**src/rtl/led_drv_pkg.sv**
```systemverilog
// Shared types and constants for the multi-channel LED driver.
package led_drv_pkg;

   typedef enum logic [1:0] {
      MODE_OFF    = 2'd0,
      MODE_ON     = 2'd1,
      MODE_BLINK  = 2'd2,
      MODE_STROBE = 2'd3
   } mode_e;

   localparam int TICK_DIV_DEFAULT = 50000;

endpackage

```
**src/rtl/led_channel.sv**
```systemverilog
// One LED channel: holds mode/period, counts prescaler ticks and decodes the lit state.
module led_channel
   import led_drv_pkg::*;
#(
   parameter int PER_W = 16
) (
   input  logic             Clk50M,
   input  logic             Rst,
   input  logic             tick,
   input  logic             we,
   input  mode_e            mode,
   input  logic [PER_W-1:0] period,
   output logic             lit
);

   mode_e            mode_q;
   logic [PER_W-1:0] period_q;
   logic [PER_W-1:0] pcnt;
   logic             phase;

   // A write on the same cycle as a tick takes precedence and restarts the count.
   always_ff @(posedge Clk50M) begin
      if (Rst) begin
         mode_q   <= MODE_OFF;
         period_q <= PER_W'(1);
         pcnt     <= '0;
         phase    <= 1'b0;
      end else if (we) begin
         mode_q   <= mode;
         period_q <= (period == '0) ? PER_W'(1) : period;
         pcnt     <= '0;
         phase    <= 1'b0;
      end else if (tick) begin
         if (pcnt == period_q - PER_W'(1)) begin
            pcnt  <= '0;
            phase <= ~phase;
         end else begin
            pcnt <= pcnt + PER_W'(1);
         end
      end
   end

   always_comb begin
      lit = 1'b0;
      case (mode_q)
         MODE_OFF:    lit = 1'b0;
         MODE_ON:     lit = 1'b1;
         MODE_BLINK:  lit = ~phase;
         MODE_STROBE: lit = (pcnt == '0);
         default:     lit = 1'b0;
      endcase
   end

endmodule

```
**src/rtl/led_bank_driver.sv**
```systemverilog
// Multi-channel LED driver: shared tick prescaler, per-channel pattern engines,
// global PWM brightness gate and registered LED pins.
module led_bank_driver
   import led_drv_pkg::*;
#(
   parameter int   CH             = 8,
   parameter int   TICK_DIV       = TICK_DIV_DEFAULT,
   parameter int   PER_W          = 16,
   parameter int   PWM_W          = 4,
   parameter bit   LED_ACTIVE_LOW = 1'b1,
   localparam int  CH_W           = (CH > 1) ? $clog2(CH) : 1
) (
   input  logic             Clk50M,
   input  logic             Rst,
   input  logic             cfg_we,
   input  logic [CH_W-1:0]  cfg_ch,
   input  logic [1:0]       cfg_mode,
   input  logic [PER_W-1:0] cfg_period,
   output logic             cfg_ack,
   input  logic [PWM_W-1:0] bright,
   output logic             tick_o,
   output logic [CH-1:0]    FPGA_LED
);

   localparam int TD_W = $clog2(TICK_DIV);
   localparam logic [TD_W-1:0]  PRESC_LAST = TD_W'(TICK_DIV - 1);
   localparam logic [TD_W-1:0]  PRESC_PRE  = TD_W'(TICK_DIV - 2);
   localparam logic [PWM_W-1:0] PWM_LAST   = ~PWM_W'(1);

   logic [TD_W-1:0]  presc;
   logic [PWM_W-1:0] pwm_cnt;
   logic             gate;
   logic             ch_ok;
   logic [CH-1:0]    we_ch;
   logic [CH-1:0]    lit;

   assign ch_ok = int'(cfg_ch) < CH;
   assign gate  = pwm_cnt < bright;

   // tick_o is registered one cycle early so it is high exactly while presc sits at its last count.
   always_ff @(posedge Clk50M) begin
      if (Rst) begin
         presc    <= '0;
         tick_o   <= 1'b0;
         pwm_cnt  <= '0;
         cfg_ack  <= 1'b0;
         FPGA_LED <= {CH{LED_ACTIVE_LOW}};
      end else begin
         presc    <= (presc == PRESC_LAST) ? '0 : presc + TD_W'(1);
         tick_o   <= (presc == PRESC_PRE);
         pwm_cnt  <= (pwm_cnt == PWM_LAST) ? '0 : pwm_cnt + PWM_W'(1);
         cfg_ack  <= cfg_we && ch_ok;
         FPGA_LED <= (lit & {CH{gate}}) ^ {CH{LED_ACTIVE_LOW}};
      end
   end

   for (genvar i = 0; i < CH; i++) begin : g_ch
      assign we_ch[i] = cfg_we && (int'(cfg_ch) == i);

      led_channel #(
         .PER_W (PER_W)
      ) u_ch (
         .Clk50M (Clk50M),
         .Rst    (Rst),
         .tick   (tick_o),
         .we     (we_ch[i]),
         .mode   (mode_e'(cfg_mode)),
         .period (cfg_period),
         .lit    (lit[i])
      );
   end

endmodule
```
**config.mk**
```make
export PLATFORM = sky130hd
export DESIGN_NAME = led_bank_driver
export DESIGN_NICKNAME = d
export VERILOG_FILES = /design/src/rtl/led_drv_pkg.sv /design/src/rtl/led_channel.sv /design/src/rtl/led_bank_driver.sv
export SDC_FILE = /design/constraint.sdc
export NUM_CORES = 1
export LEC_CHECK = 0
export BUFFER_PORTS_ARGS = -buffer_cell sky130_fd_sc_hd__buf_4
export CORE_MARGIN = 2
export CORE_UTILIZATION = 25
export DETAILED_ROUTE_END_ITERATION = 10
export PLACE_DENSITY = 0.36
export SYNTH_ARGS = -nofsm -noshare
export SYNTH_HDL_FRONTEND = slang
export SYNTH_SLANG_ARGS = --single-unit
```
**constraint.sdc**
```tcl
create_clock -name Clk50M -period 3.3 [get_ports Clk50M]
set_input_delay 0.66 -clock Clk50M [delete_from_list [all_inputs] [get_ports Clk50M]]
set_output_delay 0.66 -clock Clk50M [all_outputs]
set_load 0.05 [all_outputs]
```
==> results of run 1 <==
-- sequential cells by signal (all words and copies together) (netlist names) --
name and flops:
FPGA_LED 8, cfg_ack 1, g_ch.u_ch.mode_q 16, g_ch.u_ch.pcnt 128
g_ch.u_ch.period_q 128, g_ch.u_ch.phase 8, presc 16, pwm_cnt 4
tick_o 1
-- cells by family (layout without fill, tap and decap cells) --
family	Yosys count	in the layout
simple gates	774	774
compound gates	398	398
flops	310	310
xor+xnor	258	258
buf+inv	184	219
fa+ha+maj	31	31
mux	6	6
-- metal layers --
metal / GRT usage [%] / vias to the layer above
met5: 0 / -
met4: 4.99 / 0
met3: 2.32 / 70
met2: 24.3 / 241
met1: 21.7 / 6950
li1: - / 7152
-- stage by stage --
step / hold WS [ns] / setup WS (ns)
2_1_floorplan: 0.437 / 0.284
3_3_place_gp: 0.465 / 0.228
3_5_place_dp: 0.468 / 0.163
4_1_cts: 0.376 / 0.134
5_1_grt: 0.404 / 0.0155
6_report: 0.415 / 0.206
-- placed cells by master (no fill, tap or decap), drive strengths merged, types with 59 or more instances in the layout --
master,count
xor2,142
a22o,131
nor2,186
nor3,101
buf,91
xnor2,116
clkbuf,59
nand2,125
dfxtp,310
nand3,66
-- final cells by class --
class	instances	area [um2]
fillers	6913	46500
multi-input cells	1467	9880
flip-flops and latches	310	6210
clock buffers	59	1230
well taps	864	1080
repair buffers	91	696
inverters	53	199
clock inverters	16	191
-- final timing paths --
path,end,slack (ns),start
setup / recovery,g_ch[5].u_ch.pcnt[0],0.21,g_ch[5].u_ch.period_q[0]
hold / removal,cfg_ack,0.42,cfg_we
setup reg to reg,g_ch[5].u_ch.pcnt[0],0.21,g_ch[5].u_ch.period_q[0]
hold reg to reg,pwm_cnt[0],0.48,pwm_cnt[0]
-- report_power, final --
| group | switching [uW] | internal [uW] | total, uW |
|---|---|---|---|
| Sequential | 64.0 | 3790 | 3860 |
| Combinational | 438 | 243 | 680 |
| Clock | 1780 | 2900 | 4680 |
==> results.txt, run 1 <==
The average via count per standard cell is 5.04. The area share of xor/xnor cells in the synthesized design is 13.5%. The total placed cells including tap cells is 2,785. The final-layout setup total negative slack is 0 ns. The share of Yosys cell area claimed by the top area cell type came out at 37.1%. The number of enable flip-flop cells after synthesis came out at 0.

The final worst clock skew came out at 0.0138 ns. The signal on the critical path passes through inv_1, ha_1, or4b_1, nor2_2, xor2_1, or4_1, and3_1, or4b_1, a32o_1. The proportion of register bits with asynchronous set or reset after synthesis is 0%.

The length in cells of the worst reg-to-reg path came out at 9. The leakage component of the power is 0.00716 uW. The most used flip-flop cell after synthesis is sky130_fd_sc_hd__dfxtp_1. After synthesis, the largest family of logic cells by area is simple AND/OR/NAND/NOR gates.

The post-synthesis average cell area is 8.53 um2. The most frequent cell after synthesis is sky130_fd_sc_hd__dfxtp_1. The cell depth of the worst min-delay path is 2.

STA classifies the critical path startpoint as a register. The number of antenna cells inserted is 0. The total of max-cap violations is 0.

The total die area is 0.0690 mm2. sky130_fd_sc_hd__dfxtp_1 takes more of the synthesized area than any other cell. The met2 layer wire length in the routed design came out at 23,800 um.

Of the cells placed in the final design, the portion with a size suffix greater than 1 is 10.1%. The number of slew-limit violations in the final report came out at 0. The count of cell types in the netlist is 77. The total global routing overflow came out at 0.

Static timing analysis puts the maximum clock frequency at 0.323 GHz. The top-level I/O count came out at 38. The finished layout holds 2,860 standard cells, fillers aside. The critical path buffer and inverter count is 1. The setup violation total in the final timing report came out at 0. At the later pin of the worst-skew pair, clock insertion delay measures 0.57 ns. The total power draw came out at 9220 uW. The first routing iteration left 857 violations. The cell area after synthesis came out at 0.0167 mm2. The routed length on met1 came out at 26,900 um. The number of failing hold endpoints at the final stage came out at 0. The routed length on met3 came out at 2040 um.

Setup repair after global routing left no endpoint under its margin. The slowest cell on the critical path is sky130_fd_sc_hd__or4b_1. The detailed-routing iteration count for the pre-antenna-repair pass came out at 5. The power density over cell area is 473 mW/mm2. Once layout is done, the placed cells without fillers occupy 0.0195 mm2. The library cell used as clock root buffer is sky130_fd_sc_hd__clkbuf_16.

Synthesis produced 1,961 cells. The global router's overall resource usage is 15.5%. The data arrival time of the critical path came out at 3.55 ns. Summing the areas of all and, or, nand and nor instances in the mapped netlist gives 24.6% of the synthesized area. The worst hold path belongs to the class in -> reg. The number of buffers inserted to repair setup after CTS came out at 0. The mux cell area share after synthesis is 0.366%. The number of nets produced by synthesis is 2,020. The total length of routed wires is 54,100 um.

Measured along the x axis, the die boundary spans 263 um. At the pin with the least slew margin, the transition time is 0.828 ns. The number of remaining DRC errors came out at 0. The instance area after placement came out at 0.0180 mm2. Counting instances in the post-synthesis netlist gives the leading cell types as sky130_fd_sc_hd__dfxtp_1 (310), sky130_fd_sc_hd__nor2_1 (186), sky130_fd_sc_hd__xor2_1 (142).

The number of warnings printed during yosys synthesis came out at 0. The number of global-route vias before repair came to 14,100. The largest incremental delay on the critical path came out at 0.57 ns. The highest metal layer carrying signal wires in the routed design is met4. The fraction of the yosys area taken by sequential cells came out at 37.1%. The critical path is of the reg -> reg type.

The tightest slew margin relative to the limit came out at 44.5%. The number of H-tree levels came out at 2. The number of nets at the end of the flow came out at 2,024. The post-detailed-placement half-perimeter wirelength came out at 37,600 um. The clock drives 310 sinks. The worst path needs 3.09 ns of the cycle, external delays included. The number of gates resized after CTS was 0. The required time of the critical path is 3.75 ns. The area growth from synthesis to layout is 16.4%. By instance count, the cell type seen most on the critical path is sky130_fd_sc_hd__or4b_1.

After detailed routing, the average wire length per cell comes to 18.9 um. After clock tree synthesis, the clock-pin slew on the worst setup and hold paths is 0.06 ns. The via count came out at 14,400. The utilization of the core after routing came out at 29.5%. The fraction of the mapped netlist area in compound gates came out at 17.9%.

The global placement routability congestion came out at 0.813. The worst setup path is captured at a register. The run finished with clean final reports. The count of nets left with antenna violations once routing finished came out at 0. Yosys attributes the largest share of cell area to sky130_fd_sc_hd__dfxtp_1 (37%), sky130_fd_sc_hd__xor2_1 (7.4%), sky130_fd_sc_hd__a22o_1 (6.9%), sky130_fd_sc_hd__xnor2_1 (6.1%), sky130_fd_sc_hd__nor2_1 (4.2%). The initial cell density of the core is 25.4%.

The height of the die is 263 um. The number of rows in the core area is 94. The register bit count reported by yosys is 310. The pin count of the biggest net entering global routing is 30.

The adder-cell area share of the yosys netlist came out at 2.32%. The instance count on the critical path came out at 9. The global-route wire length before repair is 84,700 um.

The initial antenna violation count was 1. After layout, the worst path uses 93.7% of the clock period. Of all nets on the critical path, the largest fanout is 5.

The count of buffers added on input and output ports is 37. The total core area came out at 0.0660 mm2. Counting the buffers created by CTS gives 42. The clock passes through at most 3 buffers. TritonCTS built the clock tree.

The largest voltage drop on the vdd net is 0.271 mV. In this run, post-CTS hold repair placed 0 buffers. The cell class contributing the biggest share of worst-path delay is simple AND/OR/NAND/NOR gates.
Power figures use the tool's default switching activity.
==> run 2: changes to the inputs <==
--- a/config.mk
+++ b/config.mk
@@ -10,6 +10,7 @@
 export CORE_UTILIZATION = 25
 export DETAILED_ROUTE_END_ITERATION = 10
 export PLACE_DENSITY = 0.36
+export RECOVER_POWER = 50
 export SYNTH_ARGS = -nofsm -noshare
 export SYNTH_HDL_FRONTEND = slang
 export SYNTH_SLANG_ARGS = --single-unit
==> results.txt, run 2 (synthesis gave the netlist of run 1 again) <==
The final reports fail on max-capacitance violations, max-slew violations. The final critical delay including setup and external delays is 3.10 ns. Sequential cells burn 41.8% of the power.

For this run, design rule violations remaining after detail routing come to 0. The cell type with the highest occurrence count on the critical path is sky130_fd_sc_hd__or4b_1. The share of power burned in combinational logic came out at 7.3%. The worst setup path is captured at a register. The net count of the finished layout is 2,024. The largest voltage drop on the vdd net came out at 0.271 mV. The flow ran to the end, but the final reports show violations. The top-level I/O count came out at 38. The total of max-cap violations came out at 1. The global placement routability congestion is 0.813. The total area of sequential cells came out at 0.00621 mm2. The nature of the critical path startpoint is a register. The leakage component of the power came out at 0.00710 uW. The number of buffers inserted to repair setup after CTS is 0. The total length of routed wires came out at 54,200 um. The initialized floorplan defines 94 standard-cell rows. In this run the power spent charging and discharging nets is 2290 uW. The post-detailed-route wirelength per cell is 18.9 um. The DRC marker count from the first detailed-route iteration came out at 878.

The final critical path takes up 93.8% of the cycle. The fraction of power spent switching nets is 24.8%. The tightest slew margin relative to the limit is -10.1%.

At the later pin of the worst-skew pair, clock insertion delay measures 0.57 ns. The number of antenna cells inserted came out at 0. TritonCTS built the clock tree.

Entering global routing, the biggest net connects 30 pins. The initial cell density of the core is 25.4%. In this run, post-CTS hold repair placed 0 buffers. The total core area is 0.0660 mm2.

In this design, the largest share of critical-path delay is due to simple AND/OR/NAND/NOR gates. The highest net fanout along the worst path is 5. The data arrival time of the critical path came out at 3.55 ns. The classification of the worst-slack hold path is in -> reg. The largest incremental delay on the critical path is 0.57 ns. The post-detailed-placement half-perimeter wirelength came out at 37,600 um.

The total global routing overflow is 0. For the pin with the worst max-slew slack, the measured transition is 1.65 ns. The height of the die is 263 um. The global-route wire length before repair is 84,700 um. The library cell used as clock root buffer is sky130_fd_sc_hd__clkbuf_16. The floorplan step defined a die boundary enclosing 0.0690 mm2. The area growth from synthesis to layout came out at 16.0%.

For this design the ratio of total power to cell area is 475 mW/mm2. Setup repair after global routing left no endpoint under its margin. In the layout the commonest cells are sky130_fd_sc_hd__dfxtp_1 (309), sky130_fd_sc_hd__nor2_1 (185), sky130_fd_sc_hd__xor2_1 (142), sky130_fd_sc_hd__a22o_1 (131), sky130_fd_sc_hd__nand2_1 (125). The initial antenna violation count came to 1. The proportion of layout cells with a drive suffix above 1 is 9.07%. Total power for the finished layout comes to 9220 uW. The largest registers in the layout are g_ch.u_ch.pcnt: 128 flops, g_ch.u_ch.period_q: 128 flops. The number of H-tree levels is 2.

The slowest cell on the critical path is sky130_fd_sc_hd__or4b_1. The critical path buffer and inverter count is 1. Counting along the longest clock path gives a buffer depth of 3. The filler cells instantiated in the layout total 6,932. The number of global-route vias before repair came to 14,100.

Setup violations remaining at the end of the flow were counted as 0. The number of failing hold endpoints at the final stage came out at 0. The detailed-routing iteration count for the pre-antenna-repair pass is 5. The number of cells upsized or downsized after cts is 0. The most common cell after layout, fill and taps aside is sky130_fd_sc_hd__dfxtp_1. The floorplan die width is 263 um.

The category of the most critical setup path is reg -> reg. The internal power is 6930 uW. The global router's overall resource usage came out at 15.5%. The detail route stage leaves a number of antenna-violating nets equal to 0.

The footprint of the multi-input gates is 0.00987 mm2. The clock network burns 50.8% of the power. Derived from the worst setup path, the maximum achievable clock frequency is 0.323 GHz.

The required time of the critical path is 3.76 ns. The number of slew-limit violations in the final report is 26. The total CTS buffers is 42.

The average via count per standard cell came out at 5.05. The signal on the critical path passes through inv_1, ha_1, or4b_1, nor2_2, xor2_1, or4_1, and3_1, or4b_1, a32o_1. After clock tree synthesis, the clock-pin slew on the worst setup and hold paths is 0.06 ns. For this block, the via count after detailed routing is 14,400. The number of port buffers is 37. Clock tree synthesis found a total of 310 sinks. The final worst clock skew is 0.0135 ns.

The final-layout setup total negative slack is 0 ns.
-- run 2: path summary, 6_finish.rpt --
| path | start | end | slack (ns) | cells after the start |
|---|---|---|---|---|
| min | cfg_we | cfg_ack | 0.41 | 2 |
| max | g_ch[5].u_ch.period_q[0] | g_ch[5].u_ch.pcnt[0] | 0.20 | 9 |
| min reg2reg | pwm_cnt[0] | pwm_cnt[0] | 0.48 | 1 |
| max reg2reg | g_ch[5].u_ch.period_q[0] | g_ch[5].u_ch.pcnt[0] | 0.20 | 9 |
-- run 2: metrics by stage --
stage / hold WS (ns) / util (%) / std cells / worst slack (ns) / area (um2)
global route: 0.404 / 29.4 / 2860 / 0.0125 / 19400
floorplan: 0.437 / - / 1961 / 0.284 / 16700
CTS: 0.376 / 29.5 / 2860 / 0.134 / 19500
finish: 0.414 / 29.4 / 2860 / 0.203 / 19400
detailed placement: 0.468 / 27.3 / 2785 / 0.163 / 18000
global placement: 0.465 / 27.3 / 2785 / 0.228 / 18000
-- run 2: power by group through the flow --
stage	registers [uW]	logic (uW)	clock network (uW)
after floorplan	3920	417	0
after global placement	3940	682	0
after detailed placement	3940	682	0
after CTS	3850	686	4870
after global routing	3860	740	5010
final	3860	676	4690
-- run 2: metal layers --
metal	GRT usage [%]	routed length, um	part of all wire [%]
met1	21.7	27000	50
met2	24.3	23900	44
met3	2.32	1990	3.7
met4	4.99	1320	2.4
met5	0	0	0
-- run 2: area by class of cell --
class,count,area share [%]
flip-flops and latches,310,32.0
clock buffers,59,6.33
clock inverters,16,0.986
repair buffers,91,3.24
multi-input cells,1467,50.9
well taps,864,5.57
inverters,53,1.03
==> run 3: changes to the inputs <==
--- a/config.mk
+++ b/config.mk
@@ -9,6 +9,7 @@
 export CORE_MARGIN = 2
 export CORE_UTILIZATION = 25
 export DETAILED_ROUTE_END_ITERATION = 10
+export MAX_ROUTING_LAYER = met4
 export PLACE_DENSITY = 0.36
 export RECOVER_POWER = 50
 export SYNTH_ARGS = -nofsm -noshare
==> results.txt, run 3 (synthesis gave the netlist of run 1 again) <==
Summed over all cells, the static leakage comes to 0.00710 uW. After detailed routing, the average wire length per cell comes to 19.0 um. TritonCTS built the clock tree. The worst path meets setup with 0.201 ns of slack. The detailed-routing iteration count for the pre-antenna-repair pass is 5. The post-CTS clock slew at the launch and capture registers of the worst setup and hold paths is 0.06 ns. The clock network latency to the later pin of the worst-skew pair came out at 0.57 ns. The count of antenna-violating nets left after detailed routing came out at 0. The clock network burns 50.8% of the power. The kind of capture point of the worst setup path is a register.

The pin count of the biggest net entering global routing came out at 30. The required time of the critical path came out at 3.75 ns. The clock net in this run drives a total of 310 sinks. The switching power total is 2280 uW.

The data arrival time of the critical path came out at 3.55 ns. The tool flagged a number of max-cap violations equal to 1. The average via count per standard cell is 5.07. Routability-driven placement finished with a final weighted congestion of 0.825. The number of antenna cells inserted came out at 0. The largest registers in the layout are g_ch.u_ch.pcnt: 128 flops, g_ch.u_ch.period_q: 128 flops. After the last flow step, the layout net total stands at 2,024.

The floorplan die width came out at 263 um. Once the floorplan was initialized, standard cells occupied 25.4% of the core. The number of rows in the core area came out at 94.

Tracing the worst setup path back leads to its startpoint at g_ch[5].u_ch.period_q[0]. The setup violation total in the final timing report is 0. The global router's overall resource usage is 16.0%.

The final cycle utilization of the critical path is 93.9%. The cell type with the highest occurrence count on the critical path is sky130_fd_sc_hd__or4b_1. Setup repair after global routing left no endpoint under its margin. The global-route wire length before repair came out at 84,800 um. Before CTS, the worst setup slack after placement is 0.163 ns.

The min-delay analysis places its worst path in the category in -> reg. The largest voltage drop on the vdd net is 0.272 mV. By startpoint and endpoint, the worst setup path is classified as reg -> reg. The checks that failed: max-capacitance violations, max-slew violations. The fmax came out at 0.323 GHz.

The tightest slew margin relative to the limit came out at -9.29%. The height of the die is 263 um. The startpoint identified for the worst register-to-register timing path is g_ch[5].u_ch.period_q[0]. Along the worst path, the maximum fanout reaches 5. The share of power burned in combinational logic came out at 7.3%.

The power density over cell area came out at 475 mW/mm2. The largest incremental delay on the critical path is 0.57 ns. The number of buffers inserted to repair setup after CTS came out at 0. The top-level I/O count came out at 38. In this run the clock root is driven by a sky130_fd_sc_hd__clkbuf_16. The slowest stage of the critical path belongs to the cell sky130_fd_sc_hd__or4b_1. The initial antenna violation count came out at 1. Leaving out fill and tap cells, the most frequent cell in the layout is sky130_fd_sc_hd__dfxtp_1.

The final critical delay including setup and external delays came out at 3.10 ns. The flow ran to the end, but the final reports show violations. The worst hold path begins at cfg_we.

Walking the worst path, the cells encountered are inv_1, ha_1, or4b_1, nor2_2, xor2_1, or4_1, and3_1, or4b_1, a32o_1. In this run the standard cell core region covers 0.0660 mm2. During placement, the flow inserted port buffers numbering 37. The number of global-route vias before repair is 14,000. The maximum buffer depth of the clock tree is 3. In the layout the commonest cells are sky130_fd_sc_hd__dfxtp_1 (309), sky130_fd_sc_hd__nor2_1 (185), sky130_fd_sc_hd__xor2_1 (142), sky130_fd_sc_hd__a22o_1 (131), sky130_fd_sc_hd__nand2_1 (125). The tightest hold margin came out at 0.413 ns. The final layout contains routed wiring with a total length of 54,200 um. The total global routing overflow is 0. The fraction of power spent switching nets came out at 24.7%. The DRC marker count from the first detailed-route iteration is 908. The number of failing hold endpoints at the final stage came out at 0. For this run, design rule violations remaining after detail routing come to 0. The total die area came out at 0.0690 mm2. At the pin with the least slew margin, the transition time is 1.64 ns. The total CTS buffers is 42.

The post-detailed-placement half-perimeter wirelength came out at 37,600 um. The internal power came out at 6930 uW. The number of H-tree levels is 2.

Relative to the synthesized area, the layout overhead comes to 16.0%. The total power draw came out at 9210 uW. The proportion of layout cells with a drive suffix above 1 is 9.07%.

The number of slew-limit violations in the final report is 26. The via count is 14,500. The nature of the critical path startpoint is a register.

The final-layout setup total negative slack came out at 0 ns. On the final layout, the worst clock skew is 0.0155 ns. The share of total power dissipated in sequential elements is 41.9%.
[run 3: worst paths after layout]
check                          to  slack [ns]  cells past startpoint
max reg2reg  g_ch[5].u_ch.pcnt[0]        0.20                      9
max          g_ch[5].u_ch.pcnt[0]        0.20                      9
min                       cfg_ack        0.41                      2
min reg2reg            pwm_cnt[0]        0.48                      1
[run 3: cell type report]
class / instances / area (um2)
flip-flops and latches: 310 / 6210
clock buffers: 59 / 1230
fillers: 6932 / 46600
repair buffers: 91 / 628
well taps: 864 / 1080
multi-input cells: 1467 / 9870
clock inverters: 16 / 191
inverters: 53 / 199
[run 3: worst max-delay path: cells and delay by family, from the launching register on]
family,cells,cell delay (ns)
AND/OR/NAND/NOR,5,1.96
flip-flops,1,0.34
AO/OA/AOI/OAI,1,0.26
adder cells (fa/ha/maj),1,0.25
buffers and inverters,1,0.09
XOR/XNOR,1,0.09
[run 3: layer usage]
metal	track usage [%]	share of wire, %	vias up
met1	21.8	50	6992
met4	4.99	2.5	0
met5	-	0	-
met3	2.31	3.8	74
li1	-	-	7156
met2	24.2	44	265
[run 3: through the flow]
step	instances	utilization [%]	instance area, um2
2_1_floorplan	1961	-	16700
3_3_place_gp	2785	27.3	18000
3_5_place_dp	2785	27.3	18000
4_1_cts	2860	29.5	19500
5_1_grt	2860	29.4	19400
6_report	2860	29.4	19400
[run 3: power by group through the flow]
stage	logic, uW	clock network [uW]	registers [uW]
2_1_floorplan	417	0	3920
3_3_place_gp	682	0	3940
3_5_place_dp	682	0	3940
4_1_cts	686	4870	3850
5_1_grt	741	5010	3860
6_report	675	4680	3860
[run 3: timing repair]
action | 4_1_cts | 5_1_grt
endpoints found under the setup margin | 0 | 30
gates resized for setup | 0 | 4
hold buffers | 0 | 0
